`src/rtl/main_fsm.sv`:
```
// ============================================================================
// Module      : main_fsm
// Description : Multicycle RISC-V main controller (Moore FSM) with a memory
//               ready handshake. Define MAIN_FSM_ILLEGAL_TRAP_EN to trap
//               unrecognised opcodes in a sticky ERROR state.
// Revision    : 1.0 - initial release
// ============================================================================
`default_nettype none

module main_fsm (
    input  logic       clk,
    input  logic       reset_n,
    input  logic [6:0] op,
    input  logic       mem_ready,
    output logic       AdrSrc,
    output logic       IRWrite,
    output logic [1:0] ALUSrcA,
    output logic [1:0] ALUSrcB,
    output logic [1:0] ALUOp,
    output logic [1:0] ResultSrc,
    output logic       PCUpdate,
    output logic       Branch,
    output logic       RegWrite,
    output logic       MemWrite,
`ifdef MAIN_FSM_ILLEGAL_TRAP_EN
    output logic       illegal,
`endif
    output logic       instr_retire
);

    localparam logic [6:0] c_OP_LOAD  = 7'b0000011;
    localparam logic [6:0] c_OP_STORE = 7'b0100011;
    localparam logic [6:0] c_OP_RTYPE = 7'b0110011;
    localparam logic [6:0] c_OP_ITYPE = 7'b0010011;
    localparam logic [6:0] c_OP_JAL   = 7'b1101111;
    localparam logic [6:0] c_OP_BEQ   = 7'b1100011;

    typedef enum logic [3:0] {
        S_FETCH    = 4'd0,
        S_DECODE   = 4'd1,
        S_MEMADR   = 4'd2,
        S_MEMREAD  = 4'd3,
        S_MEMWB    = 4'd4,
        S_MEMWRITE = 4'd5,
        S_EXECUTER = 4'd6,
        S_EXECUTEI = 4'd7,
        S_ALUWB    = 4'd8,
        S_JAL      = 4'd9,
`ifdef MAIN_FSM_ILLEGAL_TRAP_EN
        S_BEQ      = 4'd10,
        S_ERROR    = 4'd11
`else
        S_BEQ      = 4'd10
`endif
    } state_t;

    state_t r_state;

    logic w_irwrite;
    logic w_pcupdate;
    logic w_branch;
    logic w_regwrite;
    logic w_memwrite;
    logic w_retire;

    always_ff @(posedge clk or negedge reset_n) begin
        if (!reset_n) begin
            r_state <= S_FETCH;
        end else begin
            case (r_state)
                S_FETCH:    if (mem_ready) r_state <= S_DECODE;
                S_DECODE: begin
                    if ((op == c_OP_LOAD) || (op == c_OP_STORE)) r_state <= S_MEMADR;
                    else if (op == c_OP_RTYPE)                   r_state <= S_EXECUTER;
                    else if (op == c_OP_ITYPE)                   r_state <= S_EXECUTEI;
                    else if (op == c_OP_JAL)                     r_state <= S_JAL;
                    else if (op == c_OP_BEQ)                     r_state <= S_BEQ;
`ifdef MAIN_FSM_ILLEGAL_TRAP_EN
                    else                                         r_state <= S_ERROR;
`else
                    // PC has already advanced, so this retires as a no-op
                    else                                         r_state <= S_FETCH;
`endif
                end
                S_MEMADR:   r_state <= (op == c_OP_LOAD) ? S_MEMREAD : S_MEMWRITE;
                S_MEMREAD:  if (mem_ready) r_state <= S_MEMWB;
                S_MEMWB:    r_state <= S_FETCH;
                S_MEMWRITE: if (mem_ready) r_state <= S_FETCH;
                S_EXECUTER: r_state <= S_ALUWB;
                S_EXECUTEI: r_state <= S_ALUWB;
                S_ALUWB:    r_state <= S_FETCH;
                S_JAL:      r_state <= S_ALUWB;
                S_BEQ:      r_state <= S_FETCH;
`ifdef MAIN_FSM_ILLEGAL_TRAP_EN
                S_ERROR:    r_state <= S_ERROR;
`endif
                default:    r_state <= S_FETCH;
            endcase
        end
    end

    always_comb begin
        AdrSrc     = 1'b0;
        ALUSrcA    = 2'b00;
        ALUSrcB    = 2'b00;
        ALUOp      = 2'b00;
        ResultSrc  = 2'b00;
        w_irwrite  = 1'b0;
        w_pcupdate = 1'b0;
        w_branch   = 1'b0;
        w_regwrite = 1'b0;
        w_memwrite = 1'b0;
        w_retire   = 1'b0;
        case (r_state)
            S_FETCH: begin
                ALUSrcB    = 2'b10;
                ResultSrc  = 2'b10;
                w_irwrite  = mem_ready;
                w_pcupdate = mem_ready;
            end
            S_DECODE: begin
                ALUSrcA = 2'b01;
                ALUSrcB = 2'b01;
            end
            S_MEMADR: begin
                ALUSrcA = 2'b10;
                ALUSrcB = 2'b01;
            end
            S_MEMREAD: AdrSrc = 1'b1;
            S_MEMWB: begin
                ResultSrc  = 2'b01;
                w_regwrite = 1'b1;
                w_retire   = 1'b1;
            end
            S_MEMWRITE: begin
                AdrSrc     = 1'b1;
                w_memwrite = 1'b1;
                w_retire   = mem_ready;
            end
            S_EXECUTER: begin
                ALUSrcA = 2'b10;
                ALUOp   = 2'b10;
            end
            S_EXECUTEI: begin
                ALUSrcA = 2'b10;
                ALUSrcB = 2'b01;
                ALUOp   = 2'b10;
            end
            S_ALUWB: begin
                w_regwrite = 1'b1;
                w_retire   = 1'b1;
            end
            S_JAL: begin
                ALUSrcA    = 2'b01;
                ALUSrcB    = 2'b10;
                w_pcupdate = 1'b1;
            end
            S_BEQ: begin
                ALUSrcA  = 2'b10;
                ALUOp    = 2'b01;
                w_branch = 1'b1;
                w_retire = 1'b1;
            end
            default: begin
                AdrSrc = 1'b0;
            end
        endcase
    end

    // FETCH strobes follow mem_ready, so they must be masked while in reset
    assign IRWrite      = w_irwrite  & reset_n;
    assign PCUpdate     = w_pcupdate & reset_n;
    assign Branch       = w_branch   & reset_n;
    assign RegWrite     = w_regwrite & reset_n;
    assign MemWrite     = w_memwrite & reset_n;
    assign instr_retire = w_retire   & reset_n;

`ifdef MAIN_FSM_ILLEGAL_TRAP_EN
    assign illegal = (r_state == S_ERROR);
`endif

endmodule

`default_nettype wire

```
`config.mk`:
```
export PLATFORM = sky130hd
export DESIGN_NAME = main_fsm
export DESIGN_NICKNAME = d
export VERILOG_FILES = /design/src/rtl/main_fsm.sv
export SDC_FILE = /design/constraint.sdc
export NUM_CORES = 1
export LEC_CHECK = 0
export ABC_CLOCK_PERIOD_IN_PS = 2810
export BUFFER_PORTS_ARGS = -buffer_cell sky130_fd_sc_hd__buf_2
export CAP_MARGIN = 40
export CORE_AREA = 5 5 42 44
export CTS_BUF_LIST = sky130_fd_sc_hd__clkbuf_16
export CTS_CLUSTER_DIAMETER = 120
export CTS_CLUSTER_SIZE = 20
export DETAILED_ROUTE_END_ITERATION = 10
export DIE_AREA = 0 0 47 49
export PLACE_DENSITY_LB_ADDON = 0.12
export SLEW_MARGIN = 20
export SYNTH_ARGS = -nofsm -noshare
export SYNTH_HDL_FRONTEND = slang
export SYNTH_SLANG_ARGS = --single-unit
```
`constraint.sdc`:
```
create_clock -name clk -period 2.81 [get_ports clk]
set_clock_uncertainty 0.15 [all_clocks]
set_input_delay 0.1405 -clock clk [delete_from_list [all_inputs] [get_ports clk]]
set_output_delay 0.1405 -clock clk [all_outputs]
set_load 0.1 [all_outputs]
```
==> run metrics <==
status completed; Largest register FFs 4; syn nets 74; largest buffer count on any clock path 2; Worst-Skew Late Latency 220 ps; Setup crit start kind register; Placer Congestion 0.707; H-Tree Depth 1; site row count 14; area of the multi-input gates 420 um^2; CP Class register to primary output; Tot GR Track Use 12.9%; Largest regs r_state x4; # port buffers 24; Syn Area/Cell 8.09 um^2; clk sink count 4; CP arrival 2020 ps; height of the die 49 um; Lkg Pwr 0.000366 uW; TritonCTS Buffers 3; post-cts repair resize count 0; initial drt markers 8; final antenna-violating net count 0; number of global-route vias before repair 473; Filler Cells Inserted 137; max-cap violation count 0; DPL Wire Length 1.09 mm; commonest non-fill, non-tap cell in the layout buf_2; Worst-path clk slew 30 ps; Tightest Pin Transition 522 ps; storage element area 100 um^2; initial antenna violation count 0; number of enable flip-flop cells after synthesis 0; DR vias/cell 5.40; Tot Pwr 463 uW; synth-to-layout area growth 46.9%; final WL 1.39 mm; fin. max-slew vios 0; final period utilization 82.3%; gate count after technology mapping 64; Cell Area, Synth 518 um^2; final core occ 54.3%; count of cell types in the netlist 35; Vias 567; Place WS 731 ps; Pwr per Cell Area 608 nW/um^2; Post-synth top flop dfrtp_1; n_diodes 0; Max FO, Critical Path 14; Synth Register Bits 4; Final Hold Viols 0; Final Instance Area 761 um^2; Setup crit end kind primary output; TritonCTS clock tree done; nets@finish 101; final setup violation count 0; worst setup margin 498 ps; Worst slew margin 65.2%; min Tclk post-route 2310 ps; share of cells above drive strength 1 47.2%; ys async rst share 100%; Starting Density 37.0%; Crit path required time 2520 ps; first-pass GRT wire length 2.12 mm; die footprint 2300 um^2; sequential area share after synthesis 19.3%; fmax 0.433 GHz; CTS root buffer clkbuf_16; Core Region 1400 um^2; I/O pins 25; RSZ-0062 raised after global routing no; gr ovfl total 0; placed instance area 676 um^2; WL/cell 13.2 um; yosys synthesis warning count 0; worst hold path type primary input to register; largest net degree at the start of global routing 15; most frequent cells in the layout buf_2 (24), nor2_1 (5), a21oi_1 (4), dfrtp_1 (4); Detailed Routing Iterations Pass 1 4; Residual DRC 0; VDD IR max 0.426 mV; Most flops, register r_state; Die Span X 47 um
[layer usage]
metal	share of wire, %	track usage [%]	vias up
met5	0	0	-
met4	1.4	9.68	0
met3	8.0	3.69	2
met2	44	15.6	22
met1	47	18.4	252
li1	-	-	291
[layout make-up]
class                   count  area share (%)
clock buffers               3            9.87
inverters                   2           0.987
multi-input cells          54            55.3
flip-flops and latches      4            13.2
well taps                  16            2.63
repair buffers             26            18.1
[worst max-delay path: stages, from the launching register on]
cell,delay [ps]
dfrtp_1,540
nand2b_1,310
nor2_2,190
nand2_1,150
a21oi_4,180
buf_2,430
[cell families (layout without fill, tap and decap cells)]
| logic type | Yosys count | in the layout | synth area share [%] |
|---|---|---|---|
| simple gates | 34 | 34 | 44.9 |
| compound gates | 18 | 18 | 25.4 |
| buf+inv | 6 | 31 | 7.01 |
| flops | 4 | 4 | 19.3 |
| xor+xnor | 2 | 2 | 3.38 |
[where the power goes]
| group | switching (uW) | total (uW) | internal (uW) |
|---|---|---|---|
| clock network | 35.3 | 217 | 181 |
| logic | 142 | 180 | 38.5 |
| registers | 4.83 | 65.6 | 60.8 |
| total | 182 | 463 | 281 |
[worst paths after layout]
check	startpoint	to	slack, ps	depth (start not counted)
setup / recovery	r_state[1]	PCUpdate	500	5
hold / removal	op[0]	r_state[0]	50	3
setup reg to reg	r_state[1]	r_state[1]	1180	4
hold reg to reg	r_state[3]	r_state[0]	600	1
max in group asynchronous	reset_n	r_state[0]	2260	2
min in group asynchronous	reset_n	r_state[1]	120	2
[through the flow]
stage          instances  setup TNS (ps)  hold WS, ps
2_1_floorplan         64            -369         -305
3_3_place_gp         101               0         -184
3_5_place_dp         101               0         -187
4_1_cts              105               0         49.0
5_1_grt              105               0         61.6
6_report             105               0         50.1
[Yosys cell counts (2+ instances only)]
master	n	area, um^2
a32o_1	2	20.0
xnor2_1	2	17.5
a21oi_1	4	20.0
nor2b_1	2	12.5
o21ai_0	3	15.0
nor3b_1	3	22.5
nor3_1	4	20.0
a21o_1	2	15.0
buf_2	2	10.0
nand2_1	2	7.51
nor2_1	6	22.5
inv_1	2	7.51
and2_1	2	12.5
dfrtp_1	4	100
nand2b_1	4	25.0
[timing repair]
item                      in CTS  in global routing
hold endpoints to repair       4                  0
hold buffers                   1                  0
setup buffers                  0                  0
Note: power is estimated with default switching activity, not from simulation.
